File: config.mk
export PLATFORM = sky130hd
export DESIGN_NAME = multicycle_control_flat
export DESIGN_NICKNAME = d
export VERILOG_FILES = /design/src/rtl/mc_ctrl_pkg.sv /design/src/rtl/multicycle_control_if.sv /design/src/rtl/mc_opcode_decode.sv /design/src/rtl/multicycle_control.sv /design/src/flat_wrapper.sv
export SDC_FILE = /design/constraint.sdc
export NUM_CORES = 1
export LEC_CHECK = 0
export CORE_MARGIN = 2
export CORE_UTILIZATION = 34
export CTS_BUF_LIST = sky130_fd_sc_hd__clkbuf_8
export CTS_CLUSTER_DIAMETER = 40
export DETAILED_ROUTE_END_ITERATION = 10
export SLEW_MARGIN = 20
export SYNTH_ARGS = -nofsm -noshare
export SYNTH_HDL_FRONTEND = slang
export SYNTH_HIERARCHICAL = 1
export SYNTH_SLANG_ARGS = --single-unit
export TNS_END_PERCENT = 1
File: constraint.sdc
create_clock -name clk -period 4.1 [get_ports clk]
set_clock_uncertainty 0.05 [all_clocks]
set_input_delay 0.82 -clock clk [delete_from_list [all_inputs] [get_ports clk]]
set_output_delay 0.82 -clock clk [all_outputs]
set_load 0.01 [all_outputs]
File: src/rtl/mc_ctrl_pkg.sv
// Shared encodings for the multicycle controller: states, opcodes, ALU classes, decode record.
// Latency: n/a (types and constants only).
// Backpressure: n/a.
package mc_ctrl_pkg;

  typedef enum logic [2:0] {
    ST_BOOT   = 3'd0,
    ST_FETCH  = 3'd1,
    ST_DECODE = 3'd2,
    ST_EXEC   = 3'd3,
    ST_MEM    = 3'd4,
    ST_WB     = 3'd5,
    ST_ERROR  = 3'd7
  } state_e;

  localparam logic [5:0] OP_RTYPE = 6'b000000;
  localparam logic [5:0] OP_SUBIU = 6'b001101;
  localparam logic [5:0] OP_SW    = 6'b010000;
  localparam logic [5:0] OP_LW    = 6'b010001;
  localparam logic [5:0] OP_SLTI  = 6'b101010;

  localparam logic [1:0] ALU_ADD   = 2'b00;
  localparam logic [1:0] ALU_SUB   = 2'b01;
  localparam logic [1:0] ALU_FUNCT = 2'b10;
  localparam logic [1:0] ALU_SLT   = 2'b11;

  typedef enum logic [1:0] {
    CL_RTYPE,
    CL_IMM_ALU,
    CL_LOAD,
    CL_STORE
  } iclass_e;

  // Static per-opcode control fields, produced by the opcode decoder.
  typedef struct packed {
    logic       legal;
    iclass_e    iclass;
    logic [1:0] alu_op;
    logic       alu_src;
    logic       reg_dst;
  } dec_t;

endpackage

File: src/rtl/multicycle_control_if.sv
// Controller <-> datapath/memory signal bundle.
// Latency: n/a (wires only).
// Backpressure: memory stalls the controller through mem_ready.
interface multicycle_control_if #(
  parameter int OPCODE_W = 6
);

  logic [OPCODE_W-1:0] opcode;
  logic                mem_ready;
  logic                pc_write;
  logic                ir_write;
  logic                i_or_d;
  logic                reg_dst;
  logic                reg_write;
  logic [1:0]          alu_op;
  logic                alu_src;
  logic                mem_r;
  logic                mem_w;
  logic                mem_to_reg;
  logic                instr_done;
  logic                illegal_op;
  logic                bus_error;
  logic [2:0]          state;

  // Controller side
  modport master (
    input  opcode, mem_ready,
    output pc_write, ir_write, i_or_d, reg_dst, reg_write, alu_op, alu_src,
           mem_r, mem_w, mem_to_reg, instr_done, illegal_op, bus_error, state
  );

  // Datapath / memory side
  modport slave (
    output opcode, mem_ready,
    input  pc_write, ir_write, i_or_d, reg_dst, reg_write, alu_op, alu_src,
           mem_r, mem_w, mem_to_reg, instr_done, illegal_op, bus_error, state
  );

endinterface

File: src/rtl/mc_opcode_decode.sv
// Maps an opcode to legality, instruction class and static ALU/register-select fields.
// Latency: combinational, zero cycles.
// Backpressure: none.
module mc_opcode_decode
  import mc_ctrl_pkg::*;
#(
  parameter int OPCODE_W = 6
) (
  input  logic [OPCODE_W-1:0] i_op,
  output dec_t                o_dec
);

  logic       w_hi_zero;
  logic [5:0] w_op6;

  // Opcodes wider than 6 bits are legal only when the extra bits are zero.
  assign w_hi_zero = ((i_op >> 6) == '0);
  assign w_op6     = i_op[5:0];

  // Opcode table; anything not listed decodes as illegal with inert fields.
  always_comb begin
    o_dec         = '0;
    o_dec.iclass  = CL_RTYPE;
    if (w_hi_zero) begin
      case (w_op6)
        OP_RTYPE: begin
          o_dec.legal   = 1'b1;
          o_dec.iclass  = CL_RTYPE;
          o_dec.alu_op  = ALU_FUNCT;
          o_dec.alu_src = 1'b0;
          o_dec.reg_dst = 1'b1;
        end
        OP_SUBIU: begin
          o_dec.legal   = 1'b1;
          o_dec.iclass  = CL_IMM_ALU;
          o_dec.alu_op  = ALU_SUB;
          o_dec.alu_src = 1'b1;
        end
        OP_SW: begin
          o_dec.legal   = 1'b1;
          o_dec.iclass  = CL_STORE;
          o_dec.alu_op  = ALU_ADD;
          o_dec.alu_src = 1'b1;
        end
        OP_LW: begin
          o_dec.legal   = 1'b1;
          o_dec.iclass  = CL_LOAD;
          o_dec.alu_op  = ALU_ADD;
          o_dec.alu_src = 1'b1;
        end
        OP_SLTI: begin
          o_dec.legal   = 1'b1;
          o_dec.iclass  = CL_IMM_ALU;
          o_dec.alu_op  = ALU_SLT;
          o_dec.alu_src = 1'b1;
        end
        default: ;
      endcase
    end
  end

endmodule

File: src/rtl/multicycle_control.sv
// Multicycle CPU control FSM: FETCH/DECODE/EXEC/MEM/WB sequencing with memory-timeout trap.
// Latency: 4 cycles ALU/store, 5 cycles load from FETCH entry to instr_done at zero wait.
// Backpressure: holds FETCH/MEM while mem_ready=0; MAX_WAIT+1 stalled cycles -> sticky ERROR.
module multicycle_control
  import mc_ctrl_pkg::*;
#(
  parameter int OPCODE_W = 6,
  parameter int MAX_WAIT = 15,
  parameter int WAIT_W   = $clog2(MAX_WAIT + 1)
) (
  input  logic                 clk,
  input  logic                 rst_n,
  multicycle_control_if.master bus
);

  localparam logic [WAIT_W-1:0] LP_MAX = WAIT_W'(MAX_WAIT);

  state_e              r_state;
  state_e              w_nxt;
  logic [OPCODE_W-1:0] r_op_q;
  logic [WAIT_W-1:0]   r_wait_cnt;
  logic                r_bus_error;

  logic [OPCODE_W-1:0] w_dec_in;
  dec_t                w_dec;
  logic                w_in_wait;
  logic                w_timeout;

  logic                w_pc_write;
  logic                w_ir_write;
  logic                w_i_or_d;
  logic                w_reg_dst;
  logic                w_reg_write;
  logic [1:0]          w_alu_op;
  logic                w_alu_src;
  logic                w_mem_r;
  logic                w_mem_w;
  logic                w_mem_to_reg;
  logic                w_instr_done;
  logic                w_illegal_op;

  // In DECODE the opcode is not yet in op_q, so legality is judged on the live input.
  assign w_dec_in = (r_state == ST_DECODE) ? bus.opcode : r_op_q;

  mc_opcode_decode #(
    .OPCODE_W (OPCODE_W)
  ) u_dec (
    .i_op  (w_dec_in),
    .o_dec (w_dec)
  );

  assign w_in_wait = (r_state == ST_FETCH) || (r_state == ST_MEM);
  // A ready in the saturating cycle is a completion, not a timeout.
  assign w_timeout = w_in_wait && !bus.mem_ready && (r_wait_cnt == LP_MAX);

  // State register
  always_ff @(posedge clk or negedge rst_n) begin
    if (!rst_n) r_state <= ST_BOOT;
    else        r_state <= w_nxt;
  end

  // Capture the opcode during DECODE for use by later phases
  always_ff @(posedge clk or negedge rst_n) begin
    if (!rst_n)                     r_op_q <= '0;
    else if (r_state == ST_DECODE)  r_op_q <= bus.opcode;
  end

  // Consecutive not-ready counter; zero outside FETCH/MEM so every entry starts clean
  always_ff @(posedge clk or negedge rst_n) begin
    if (!rst_n) begin
      r_wait_cnt <= '0;
    end else if (w_in_wait && !bus.mem_ready) begin
      if (r_wait_cnt != LP_MAX) r_wait_cnt <= r_wait_cnt + WAIT_W'(1);
    end else begin
      r_wait_cnt <= '0;
    end
  end

  // Sticky bus error, set on the transition into ERROR
  always_ff @(posedge clk or negedge rst_n) begin
    if (!rst_n)                  r_bus_error <= 1'b0;
    else if (w_nxt == ST_ERROR)  r_bus_error <= 1'b1;
  end

  // Next-state and control strobes
  always_comb begin
    w_nxt        = r_state;
    w_pc_write   = 1'b0;
    w_ir_write   = 1'b0;
    w_i_or_d     = 1'b0;
    w_reg_dst    = 1'b0;
    w_reg_write  = 1'b0;
    w_alu_op     = ALU_ADD;
    w_alu_src    = 1'b0;
    w_mem_r      = 1'b0;
    w_mem_w      = 1'b0;
    w_mem_to_reg = 1'b0;
    w_instr_done = 1'b0;
    w_illegal_op = 1'b0;

    case (r_state)
      ST_BOOT: begin
        w_nxt = ST_FETCH;
      end

      ST_FETCH: begin
        w_mem_r = 1'b1;
        if (bus.mem_ready) begin
          w_ir_write = 1'b1;
          w_pc_write = 1'b1;
          w_nxt      = ST_DECODE;
        end else if (w_timeout) begin
          w_nxt = ST_ERROR;
        end
      end

      ST_DECODE: begin
        if (w_dec.legal) begin
          w_nxt = ST_EXEC;
        end else begin
          w_illegal_op = 1'b1;
          w_nxt        = ST_FETCH;
        end
      end

      ST_EXEC: begin
        w_alu_src = w_dec.alu_src;
        w_alu_op  = w_dec.alu_op;
        if ((w_dec.iclass == CL_LOAD) || (w_dec.iclass == CL_STORE)) w_nxt = ST_MEM;
        else                                                         w_nxt = ST_WB;
      end

      ST_MEM: begin
        w_i_or_d  = 1'b1;
        w_alu_src = 1'b1;
        w_alu_op  = w_dec.alu_op;
        w_mem_r   = (w_dec.iclass == CL_LOAD);
        w_mem_w   = (w_dec.iclass == CL_STORE);
        if (bus.mem_ready) begin
          if (w_dec.iclass == CL_STORE) begin
            w_instr_done = 1'b1;
            w_nxt        = ST_FETCH;
          end else begin
            w_nxt = ST_WB;
          end
        end else if (w_timeout) begin
          w_nxt = ST_ERROR;
        end
      end

      ST_WB: begin
        w_reg_write  = 1'b1;
        w_instr_done = 1'b1;
        w_reg_dst    = w_dec.reg_dst;
        w_mem_to_reg = (w_dec.iclass == CL_LOAD);
        w_nxt        = ST_FETCH;
      end

      ST_ERROR: begin
        w_nxt = ST_ERROR;
      end

      default: begin
        w_nxt = ST_BOOT;
      end
    endcase
  end

  assign bus.pc_write   = w_pc_write;
  assign bus.ir_write   = w_ir_write;
  assign bus.i_or_d     = w_i_or_d;
  assign bus.reg_dst    = w_reg_dst;
  assign bus.reg_write  = w_reg_write;
  assign bus.alu_op     = w_alu_op;
  assign bus.alu_src    = w_alu_src;
  assign bus.mem_r      = w_mem_r;
  assign bus.mem_w      = w_mem_w;
  assign bus.mem_to_reg = w_mem_to_reg;
  assign bus.instr_done = w_instr_done;
  assign bus.illegal_op = w_illegal_op;
  assign bus.bus_error  = r_bus_error;
  assign bus.state      = r_state;

endmodule
File: src/flat_wrapper.sv
// flat-port wrapper written by rule: the top's interface ports become plain ports
module multicycle_control_flat import mc_ctrl_pkg::*;
#(
  parameter int OPCODE_W = 6,
  parameter int MAX_WAIT = 15,
  parameter int WAIT_W   = $clog2(MAX_WAIT + 1)
)
  (clk, rst_n, bus_opcode, bus_mem_ready, bus_pc_write, bus_ir_write, bus_i_or_d, bus_reg_dst, bus_reg_write, bus_alu_op, bus_alu_src, bus_mem_r, bus_mem_w, bus_mem_to_reg, bus_instr_done, bus_illegal_op, bus_bus_error, bus_state);
  multicycle_control_if #(.OPCODE_W(OPCODE_W)) bus_i ();
  input  logic clk;
  input  logic rst_n;
  input wire logic [$bits(bus_i.opcode)-1:0] bus_opcode;
  input wire logic [$bits(bus_i.mem_ready)-1:0] bus_mem_ready;
  output wire logic [$bits(bus_i.pc_write)-1:0] bus_pc_write;
  output wire logic [$bits(bus_i.ir_write)-1:0] bus_ir_write;
  output wire logic [$bits(bus_i.i_or_d)-1:0] bus_i_or_d;
  output wire logic [$bits(bus_i.reg_dst)-1:0] bus_reg_dst;
  output wire logic [$bits(bus_i.reg_write)-1:0] bus_reg_write;
  output wire logic [$bits(bus_i.alu_op)-1:0] bus_alu_op;
  output wire logic [$bits(bus_i.alu_src)-1:0] bus_alu_src;
  output wire logic [$bits(bus_i.mem_r)-1:0] bus_mem_r;
  output wire logic [$bits(bus_i.mem_w)-1:0] bus_mem_w;
  output wire logic [$bits(bus_i.mem_to_reg)-1:0] bus_mem_to_reg;
  output wire logic [$bits(bus_i.instr_done)-1:0] bus_instr_done;
  output wire logic [$bits(bus_i.illegal_op)-1:0] bus_illegal_op;
  output wire logic [$bits(bus_i.bus_error)-1:0] bus_bus_error;
  output wire logic [$bits(bus_i.state)-1:0] bus_state;
  assign bus_i.opcode = bus_opcode;
  assign bus_i.mem_ready = bus_mem_ready;
  assign bus_pc_write = bus_i.pc_write;
  assign bus_ir_write = bus_i.ir_write;
  assign bus_i_or_d = bus_i.i_or_d;
  assign bus_reg_dst = bus_i.reg_dst;
  assign bus_reg_write = bus_i.reg_write;
  assign bus_alu_op = bus_i.alu_op;
  assign bus_alu_src = bus_i.alu_src;
  assign bus_mem_r = bus_i.mem_r;
  assign bus_mem_w = bus_i.mem_w;
  assign bus_mem_to_reg = bus_i.mem_to_reg;
  assign bus_instr_done = bus_i.instr_done;
  assign bus_illegal_op = bus_i.illegal_op;
  assign bus_bus_error = bus_i.bus_error;
  assign bus_state = bus_i.state;
  multicycle_control #(.OPCODE_W(OPCODE_W), .MAX_WAIT(MAX_WAIT), .WAIT_W(WAIT_W)) u_core (.clk(clk), .rst_n(rst_n), .bus(bus_i));
endmodule
==> results.md, run 1 <==
- VDD IR max: 0.000413 V
- Overall power: 0.863 mW
- Die area: 0.00311 mm2
- Period utilization: 94.6%
- Crit path required time: 3230 ps
- Post-Syn Instances: 91
- Max Root-Sink Buffers: 2
- CTS Buf Count: 3
- Fin util: 51.2%
- RSZ-0062 raised after global routing: no
- Boundary Pins: 26
- Final ANT Viol Nets: 0
- Commonest cells after routing, fill and taps aside: clkdlybuf4s50_1 (25), dfrtp_1 (14), nor2_1 (7)
- Final Hold Violating Endpoints: 0
- Worst-Margin Slew: 608 ps
- Power density cells: 675 mW/mm2
- Starting Density: 36.5%
- FFs w/ async S/R, synth: 100%
- WL per Instance: 13.5 um
- Flop-to-flop setup slack: 1340 ps
- Worst setup path endpoint: bus_instr_done
- Hold crit path type: reg -> reg
- Core area: 0.00250 mm2
- PortBufs: 25
- H-tree level count: 1
- Max frequency: 0.258 GHz
- Via count: 841
- Cell taking the most area after synthesis: dfrtp_1
- Count of final setup violators: 0
- Share of the synthesized area in the top cell type: 38.4%
- Fin area: 0.00128 mm2
- Fin Setup TNS: 0 ps
- Seq cells post-synth: 14
- Top cells by area, synth: dfrtp_1 (38%), mux2_2 (7.4%), nor3b_2 (4.1%), nor2b_1 (3.4%), nor2_1 (2.9%)
- RR Startpoint: u_core/bus.state[0]$_DFF_PN0_
- Clk sinks: 14
- Relative slew slack: 59.4%
- Commonest non-fill, non-tap cell in the layout: clkdlybuf4s50_1
- CP Capture Type: output port
- Wirelength, routed: 2.05 mm
- Vias per inst: 5.53
- CTS Root Cell: clkbuf_8
- Ratio of cells with drive above 1 in the final layout: 18.0%
- Total number of yosys warnings: 6
- Synthesized area: 912 um2
- Clock Pin Slew Worst Setup and Hold Paths: 60 ps
- Non-filler cells, final: 152
- Distinct cells, synth: 38
- Fillers: 232
- Critical Setup Path Class: in -> out
- Die width: 55.8 um
- Period minus WS final: 3880 ps
- Routability congestion estimate: 0.860
- Leakage: 0.530 nW
- Initial antenna violation count: 0
- Number of flops mapped to enable cells by yosys: 0
- # Post-CTS Setup Buffers: 0
- Final setup margin: 222 ps
- Fin Hold WS: 433 ps
- Worst-Skew Late Latency: 240 ps
- Die height: 55.8 um
- Layout net count: 133
- Register area share after synthesis: 38.4%
- Worst slack, placed: 213 ps
- Worst R2R End: u_core/bus.bus_error$_DFFE_PN0N_
- Layout area overhead: 40.2%
- Worst-path fanout max: 6
- Setup crit start: bus_opcode[5]
- Main synth FF type: dfrtp_1
- Syn nets: 101
- Vias in the first global route: 774
- Largest net degree at the start of global routing: 15
- Total gr overflow: 0
- Dpl cells: 148
- Syn Area/Cell: 10.0 um2
- Total GRT Usage: 13.7%
- Max Cap Violations: 0
- Placed cell area: 0.00122 mm2
- R2R depth: 8
- Drt first pass iters: 4
- N_diodes: 0
- Worst Path Arrival: 3010 ps
- CP startpoint kind: input pin
- Status: complete, no violations
- 1st-iter DRT viols: 14
- Global-route wire length before repair: 3.39 mm
- DRC viols: 0
- Post-DP HPWL: 1.66 mm
- TritonCTS clock tree: built
- Rows: 18
- Fin. max-slew vios: 0
## worst min-delay path by stage
| stage | startpoint | endpoint | slack, ps | cells after the start |
|---|---|---|---|---|
| 6_report | u_core/bus.bus_error$_DFFE_PN0N_ | u_core/bus.bus_error$_DFFE_PN0N_ | 430 | 1 |
| 5_1_grt | u_core/bus.bus_error$_DFFE_PN0N_ | u_core/bus.bus_error$_DFFE_PN0N_ | 460 | 1 |
| 4_1_cts | u_core/bus.bus_error$_DFFE_PN0N_ | u_core/bus.bus_error$_DFFE_PN0N_ | 430 | 1 |
| 3_5_place_dp | u_core/bus.bus_error$_DFFE_PN0N_ | u_core/bus.bus_error$_DFFE_PN0N_ | 420 | 1 |
| 3_3_place_gp | u_core/bus.bus_error$_DFFE_PN0N_ | u_core/bus.bus_error$_DFFE_PN0N_ | 400 | 1 |
| 2_1_floorplan | u_core/bus.bus_error$_DFFE_PN0N_ | u_core/bus.bus_error$_DFFE_PN0N_ | 460 | 1 |
## sequential cells by signal (all words and copies together), names as in the netlist
name and count:
u_core/r_wait_cnt 4, u_core/r_op_q 6, u_core/bus.bus_error 1, u_core/bus.state 3
## power breakdown
| group | switching, mW | internal (mW) |
|---|---|---|
| Combinational | 0.262 | 0.255 |
| Clock | 0.0474 | 0.0850 |
| Sequential | 0.0250 | 0.190 |
| Total | 0.334 | 0.529 |
## cell usage after synthesis, types with 2 or more instances
| cell type | number |
|---|---|
| mux2_2 | 6 |
| nor3b_2 | 3 |
| nor3_1 | 3 |
| dfrtp_1 | 14 |
| nor2_1 | 7 |
| nand3_1 | 4 |
| and2_1 | 3 |
| a21oi_1 | 4 |
| and3_1 | 4 |
| a21o_1 | 2 |
| nand2_1 | 3 |
| o31ai_1 | 2 |
| a31oi_1 | 3 |
| nor2b_1 | 5 |
| nor3b_1 | 3 |
| a22oi_1 | 2 |
| buf_4 | 2 |
## final cells by class
cell class	count	area, um2	share of cell area, %
repair buffers	30	288	22.5
well taps	30	37.5	2.94
multi-input cells	74	548	42.9
clock buffers	4	55.1	4.31
flip-flops and latches	14	350	27.4
## metal layers
metal / up-vias / global-route usage [%] / wire (um)
li1: 405 / - / -
met1: 398 / 17.5 / 973
met2: 31 / 21.9 / 947
met3: 7 / 2.56 / 89
met4: 0 / 6.97 / 44
met5: - / 0 / 0
## logic make-up (layout without fill, tap and decap cells)
| logic type | Yosys count | after routing | synth area share (%) |
|---|---|---|---|
| and+or+nand+nor | 45 | 45 | 32.2 |
| AOI/OAI and AO/OA | 20 | 20 | 16.3 |
| DFF | 14 | 14 | 38.4 |
| muxes | 7 | 7 | 8.50 |
| buffers and inverters | 3 | 34 | 2.19 |
| adders and majority gates | 1 | 1 | 1.37 |
| xor gates and xnor gates | 1 | 1 | 0.960 |
## worst max-delay path, cell delays in order
cell	delay (ps)
clkdlybuf4s50_1	460
mux2_2	210
nand3_1	120
or4_1	480
nand3_1	150
a31oi_1	120
nor2b_1	120
clkdlybuf4s50_1	530
## what timing repair did
item / 4_1_cts / 5_1_grt
resized for setup: 0 / 1
endpoints found under the setup margin: 0 / 1
hold buffers: 0 / 0
No activity file was read; power rests on OpenSTA's default activity.
==> run 2: changes to the inputs <==
--- a/config.mk
+++ b/config.mk
@@ -6,10 +6,12 @@
 export NUM_CORES = 1
 export LEC_CHECK = 0
 export CORE_MARGIN = 2
-export CORE_UTILIZATION = 34
+export CORE_UTILIZATION = 52
 export CTS_BUF_LIST = sky130_fd_sc_hd__clkbuf_8
 export CTS_CLUSTER_DIAMETER = 40
 export DETAILED_ROUTE_END_ITERATION = 10
+export PLACE_DENSITY = 0.86
+export SKIP_CTS_REPAIR_TIMING = 1
 export SLEW_MARGIN = 20
 export SYNTH_ARGS = -nofsm -noshare
 export SYNTH_HDL_FRONTEND = slang
==> run 2 against run 1 <==
Net effect: worst hold slack better by 3.0 ps; die area is 32% lower; clock-buffer cell count stayed put; via count is 1.3% higher; wire length increased by 0.39%; critical path depth is 1 lower; critical endpoint unchanged.
==> results.md, run 2 (synthesized netlist as in run 1, its figures left out) <==
- Post-DP HPWL: 1.55 mm
- Layout area overhead: 37.7%
- PortBufs: 25
- Initial antenna violation count: 0
- Fin area: 0.00126 mm2
- CP Capture Type: output port
- Final setup margin: 167 ps
- Critical Setup Path Class: reg -> out
- Final Hold Violating Endpoints: 0
- Starting Density: 54.0%
- Ratio of cells with drive above 1 in the final layout: 18.0%
- Commonest non-fill, non-tap cell in the layout: clkdlybuf4s50_1
- Cell family with most CP delay: simple AND/OR/NAND/NOR gates
- Commonest cells after routing, fill and taps aside: clkdlybuf4s50_1 (25), dfrtp_1 (14), nor2_1 (7)
- Largest net degree at the start of global routing: 15
- Drt first pass iters: 4
- CTS Root Cell: clkbuf_8
- Fin Hold WS: 436 ps
- Wirelength, routed: 2.06 mm
- TritonCTS clock tree: built
- Worst Path Arrival: 3060 ps
- Worst Path Buf+Inv: 1
- Crit path cell chain: nor3b_2, mux2_2, or4_1, nand3_1, a31oi_1, nor2b_1, clkdlybuf4s50_1
- Routability congestion estimate: 0.793
- Period minus WS final: 3930 ps
- Worst-Skew Late Latency: 240 ps
- Total GRT Usage: 22.8%
- Power density cells: 686 mW/mm2
- CP startpoint kind: register
- Die area: 0.00210 mm2
- Leakage: 0.526 nW
- Max Cap Violations: 0
- Core area: 0.00169 mm2
- Placed cell area: 0.00120 mm2
- CTS Buf Count: 3
- DRC viols: 0
- VDD IR max: 0.000492 V
- Overall power: 0.861 mW
- Die width: 45.9 um
- Vias in the first global route: 781
- Relative slew slack: 60.3%
- Rows: 15
- Max Root-Sink Buffers: 2
- Global-route wire length before repair: 3.44 mm
- Clk sinks: 14
- Clock Pin Slew Worst Setup and Hold Paths: 60 ps
- Worst slack, placed: 211 ps
- Layout net count: 133
- Via count: 852
- Worst-Margin Slew: 594 ps
- Crit path required time: 3230 ps
- RSZ-0062 raised after global routing: no
- Die height: 45.9 um
- H-tree level count: 1
- Vias per inst: 6.13
- 1st-iter DRT viols: 33
- Fin. max-slew vios: 0
- Total gr overflow: 0
- Max frequency: 0.254 GHz
- Period utilization: 95.9%
- WL per Instance: 14.8 um
- CP peak stage delay: 550 ps
- Max reg flops: 6
- Largest Register: u_core/r_op_q
- Status: complete, no violations
- Boundary Pins: 26
- Worst-path fanout max: 7
- Count of final setup violators: 0
- Fin Setup TNS: 0 ps
- N_diodes: 0
- CP max stage cell: or4_1
- Final ANT Viol Nets: 0
- Hold crit path type: reg -> reg
-- run 2: path summary, 6_finish.rpt --
check | startpoint | slack [ps] | end | depth (start not counted)
min in group asynchronous | rst_n | 900 | u_core/r_wait_cnt[1]$_DFFE_PN0N_ | 1
max in group asynchronous | rst_n | 2710 | u_core/r_op_q[1]$_DFF_PN0_ | 1
hold / removal | u_core/bus.bus_error$_DFFE_PN0N_ | 440 | u_core/bus.bus_error$_DFFE_PN0N_ | 1
hold reg to reg | u_core/bus.bus_error$_DFFE_PN0N_ | 440 | u_core/bus.bus_error$_DFFE_PN0N_ | 1
setup reg to reg | u_core/bus.state[0]$_DFF_PN0_ | 1260 | u_core/bus.bus_error$_DFFE_PN0N_ | 8
setup / recovery | u_core/bus.state[0]$_DFF_PN0_ | 170 | bus_instr_done | 7
-- run 2: area by class of cell --
cell class | instances | area (um2)
repair buffers | 30 | 288
clock buffers | 4 | 55.1
fillers | 115 | 433
multi-input cells | 74 | 542
flip-flops and latches | 14 | 350
well taps | 17 | 21.3
-- run 2: worst register-to-register path: cells and delay by family, from the launching register on --
family           cells  cell delay (ps)
multiplexers         1              470
flip-flops           1              390
AO/OA/AOI/OAI        4              640
AND/OR/NAND/NOR      3             1180
-- run 2: report_power, final --
| group | internal (mW) | leakage [nW] | switching [mW] |
|---|---|---|---|
| sequential | 0.190 | 0.171 | 0.0245 |
| combinational | 0.251 | 0.326 | 0.263 |
| clock | 0.0850 | 0.0288 | 0.0472 |
| total | 0.526 | 0.526 | 0.335 |
-- run 2: layer usage --
metal  GRT usage [%]  share of wire [%]  vias to the layer above
li1                -                  -                      407
met1            30.8                 45                      402
met2            33.9                 47                       35
met3            3.17                5.7                        8
met4            14.3                2.5                        0
met5               0                  0                        -
-- run 2: metrics by stage --
| step | cells | util [%] |
|---|---|---|
| after floorplan | 91 | - |
| after global placement | 135 | 71.1 |
| after detailed placement | 135 | 71.1 |
| after CTS | 139 | 74.4 |
| after global routing | 139 | 74.4 |
| final | 139 | 74.4 |
==> run 3: changes to the inputs <==
--- a/config.mk
+++ b/config.mk
@@ -11,6 +11,7 @@
 export CTS_CLUSTER_DIAMETER = 40
 export DETAILED_ROUTE_END_ITERATION = 10
 export PLACE_DENSITY = 0.86
+export SETUP_SLACK_MARGIN = 0.1
 export SKIP_CTS_REPAIR_TIMING = 1
 export SLEW_MARGIN = 20
 export SYNTH_ARGS = -nofsm -noshare
==> run 3 against run 2 <==
Net effect: first-iteration DRC count shrank 15%; wire length is 1.8% higher; die area stayed put; setup slack improved by 59 ps; critical path depth stayed put; non-clock buffer count unchanged; combinational power rose by 1%; register-to-register slack improved by 90 ps; largest cell class unchanged.
==> results.md, run 3 (synthesized netlist as in run 1, its figures left out) <==
- Initial antenna violation count: 0
- Commonest cells after routing, fill and taps aside: clkdlybuf4s50_1 (25), dfrtp_1 (14), nor2_1 (7)
- Overall power: 0.870 mW
- Share of power burned in registers: 25.1%
- Non-filler cells, final: 139
- Max Cap Violations: 0
- H-tree level count: 1
- Worst-path fanout max: 7
- Drt first pass iters: 4
- Period utilization: 94.5%
- Core area: 0.00169 mm2
- Vias per inst: 6.09
- Fillers: 114
- Clock power frac: 15.2%
- Layout area overhead: 39.0%
- Clk sinks: 14
- Internal power: 0.530 mW
- Wirelength, routed: 2.10 mm
- Die height: 45.9 um
- Fin Setup TNS: 0 ps
- Worst-Margin Slew: 598 ps
- Dpl cells: 135
- Setup crit start: bus_opcode[2]
- Crit path required time: 3230 ps
- Worst R2R End: u_core/bus.bus_error$_DFFE_PN0N_
- PortBufs: 25
- Count of final setup violators: 0
- RR Startpoint: u_core/bus.state[0]$_DFF_PN0_
- Period minus WS final: 3870 ps
- R2R depth: 8
- Largest Register: u_core/r_op_q
- Logic pwr share: 59.7%
- CP startpoint kind: input pin
- Register cell area after layout: 350 um2
- RSZ-0062 raised after global routing: no
- 1st-iter DRT viols: 28
- Leakage: 0.537 nW
- N_diodes: 0
- VDD IR max: 0.000491 V
- Post-DP HPWL: 1.55 mm
- Boundary Pins: 26
- Fin. max-slew vios: 0
- DRC viols: 0
- Layout net count: 133
- CTS Buf Count: 3
- Ratio of cells with drive above 1 in the final layout: 18.9%
- Die area: 0.00210 mm2
- Die width: 45.9 um
- Psw: 0.340 mW
- Fin Hold WS: 436 ps
- Sw Share: 39.1%
- Total gr overflow: 0
- Worst Path Arrival: 3000 ps
- Fin util: 75.0%
- Commonest non-fill, non-tap cell in the layout: clkdlybuf4s50_1
- TritonCTS clock tree: built
- Max Root-Sink Buffers: 2
- Max frequency: 0.258 GHz
- Worst-Skew Late Latency: 240 ps
- Relative slew slack: 60.0%
- Multi-input logic area: 553 um2
- Critical Setup Path Class: in -> out
- Final Hold Violating Endpoints: 0
- Global-route wire length before repair: 3.44 mm
- Vias in the first global route: 781
- Starting Density: 54.0%
- Largest net degree at the start of global routing: 15
- Max reg flops: 6
- Final ANT Viol Nets: 0
- Flop-to-flop setup slack: 1350 ps
- WL per Instance: 15.1 um
- Clock Pin Slew Worst Setup and Hold Paths: 60 ps
- CP Capture Type: output port
- CTS Root Cell: clkbuf_8
- Status: complete, no violations
- Via count: 846
- Rows: 15
- Routability congestion estimate: 0.793
- Worst setup path endpoint: bus_instr_done
- Hold crit path type: reg -> reg
- Total GRT Usage: 22.8%
- Power density cells: 687 mW/mm2
==> run 3: cell counts in the layout (fill, tap and decap cells not counted) <==
No cell type changed its count.
==> run 3: final cells by class <==
| cell class | instances | share of cell area, % |
|---|---|---|
| clock buffers | 4 | 4.34 |
| multi-input cells | 74 | 43.6 |
| flip-flops and latches | 14 | 27.6 |
| well taps | 17 | 1.68 |
| repair buffers | 30 | 22.7 |
==> run 3: per-layer routing <==
metal  track usage (%)  vias to the layer above  routed length [um]
met4              14.3                        0                  55
met3              3.17                        8                 114
met2              33.9                       30                 994
met1              30.8                      405                 935
met5                 0                        -                   0
li1                  -                      403                   -
==> run 3: worst min path at each step <==
stage | start | to | slack, ps | depth (start not counted)
2_1_floorplan | u_core/bus.bus_error$_DFFE_PN0N_ | u_core/bus.bus_error$_DFFE_PN0N_ | 460 | 1
3_3_place_gp | u_core/bus.bus_error$_DFFE_PN0N_ | u_core/bus.bus_error$_DFFE_PN0N_ | 410 | 1
3_5_place_dp | u_core/bus.bus_error$_DFFE_PN0N_ | u_core/bus.bus_error$_DFFE_PN0N_ | 400 | 1
4_1_cts | u_core/bus.bus_error$_DFFE_PN0N_ | u_core/bus.bus_error$_DFFE_PN0N_ | 430 | 1
5_1_grt | u_core/bus.bus_error$_DFFE_PN0N_ | u_core/bus.bus_error$_DFFE_PN0N_ | 470 | 1
6_report | u_core/bus.bus_error$_DFFE_PN0N_ | u_core/bus.bus_error$_DFFE_PN0N_ | 440 | 1
==> run 3: critical path, cell delays in order <==
cell             delay [ps]
clkdlybuf4s50_1         390
mux2_2                  330
or4_1                   570
nand3_2                 130
a31oi_1                 110
nor2b_1                 120
clkdlybuf4s50_1         540
==> run 3: through the flow <==
stage          setup slack [ps]  cell area, um2
6_report                    226            1270
5_1_grt                     128            1270
4_1_cts                     177            1260
3_5_place_dp                211            1200
3_3_place_gp                232            1200
2_1_floorplan               850             912
==> run 3: power groups by stage <==
stage / clock network (mW) / logic (mW) / registers [mW]
2_1_floorplan: 0 / 0.307 / 0.227
3_3_place_gp: 0 / 0.502 / 0.212
3_5_place_dp: 0 / 0.508 / 0.217
4_1_cts: 0.134 / 0.512 / 0.215
5_1_grt: 0.138 / 0.567 / 0.224
6_report: 0.132 / 0.520 / 0.218
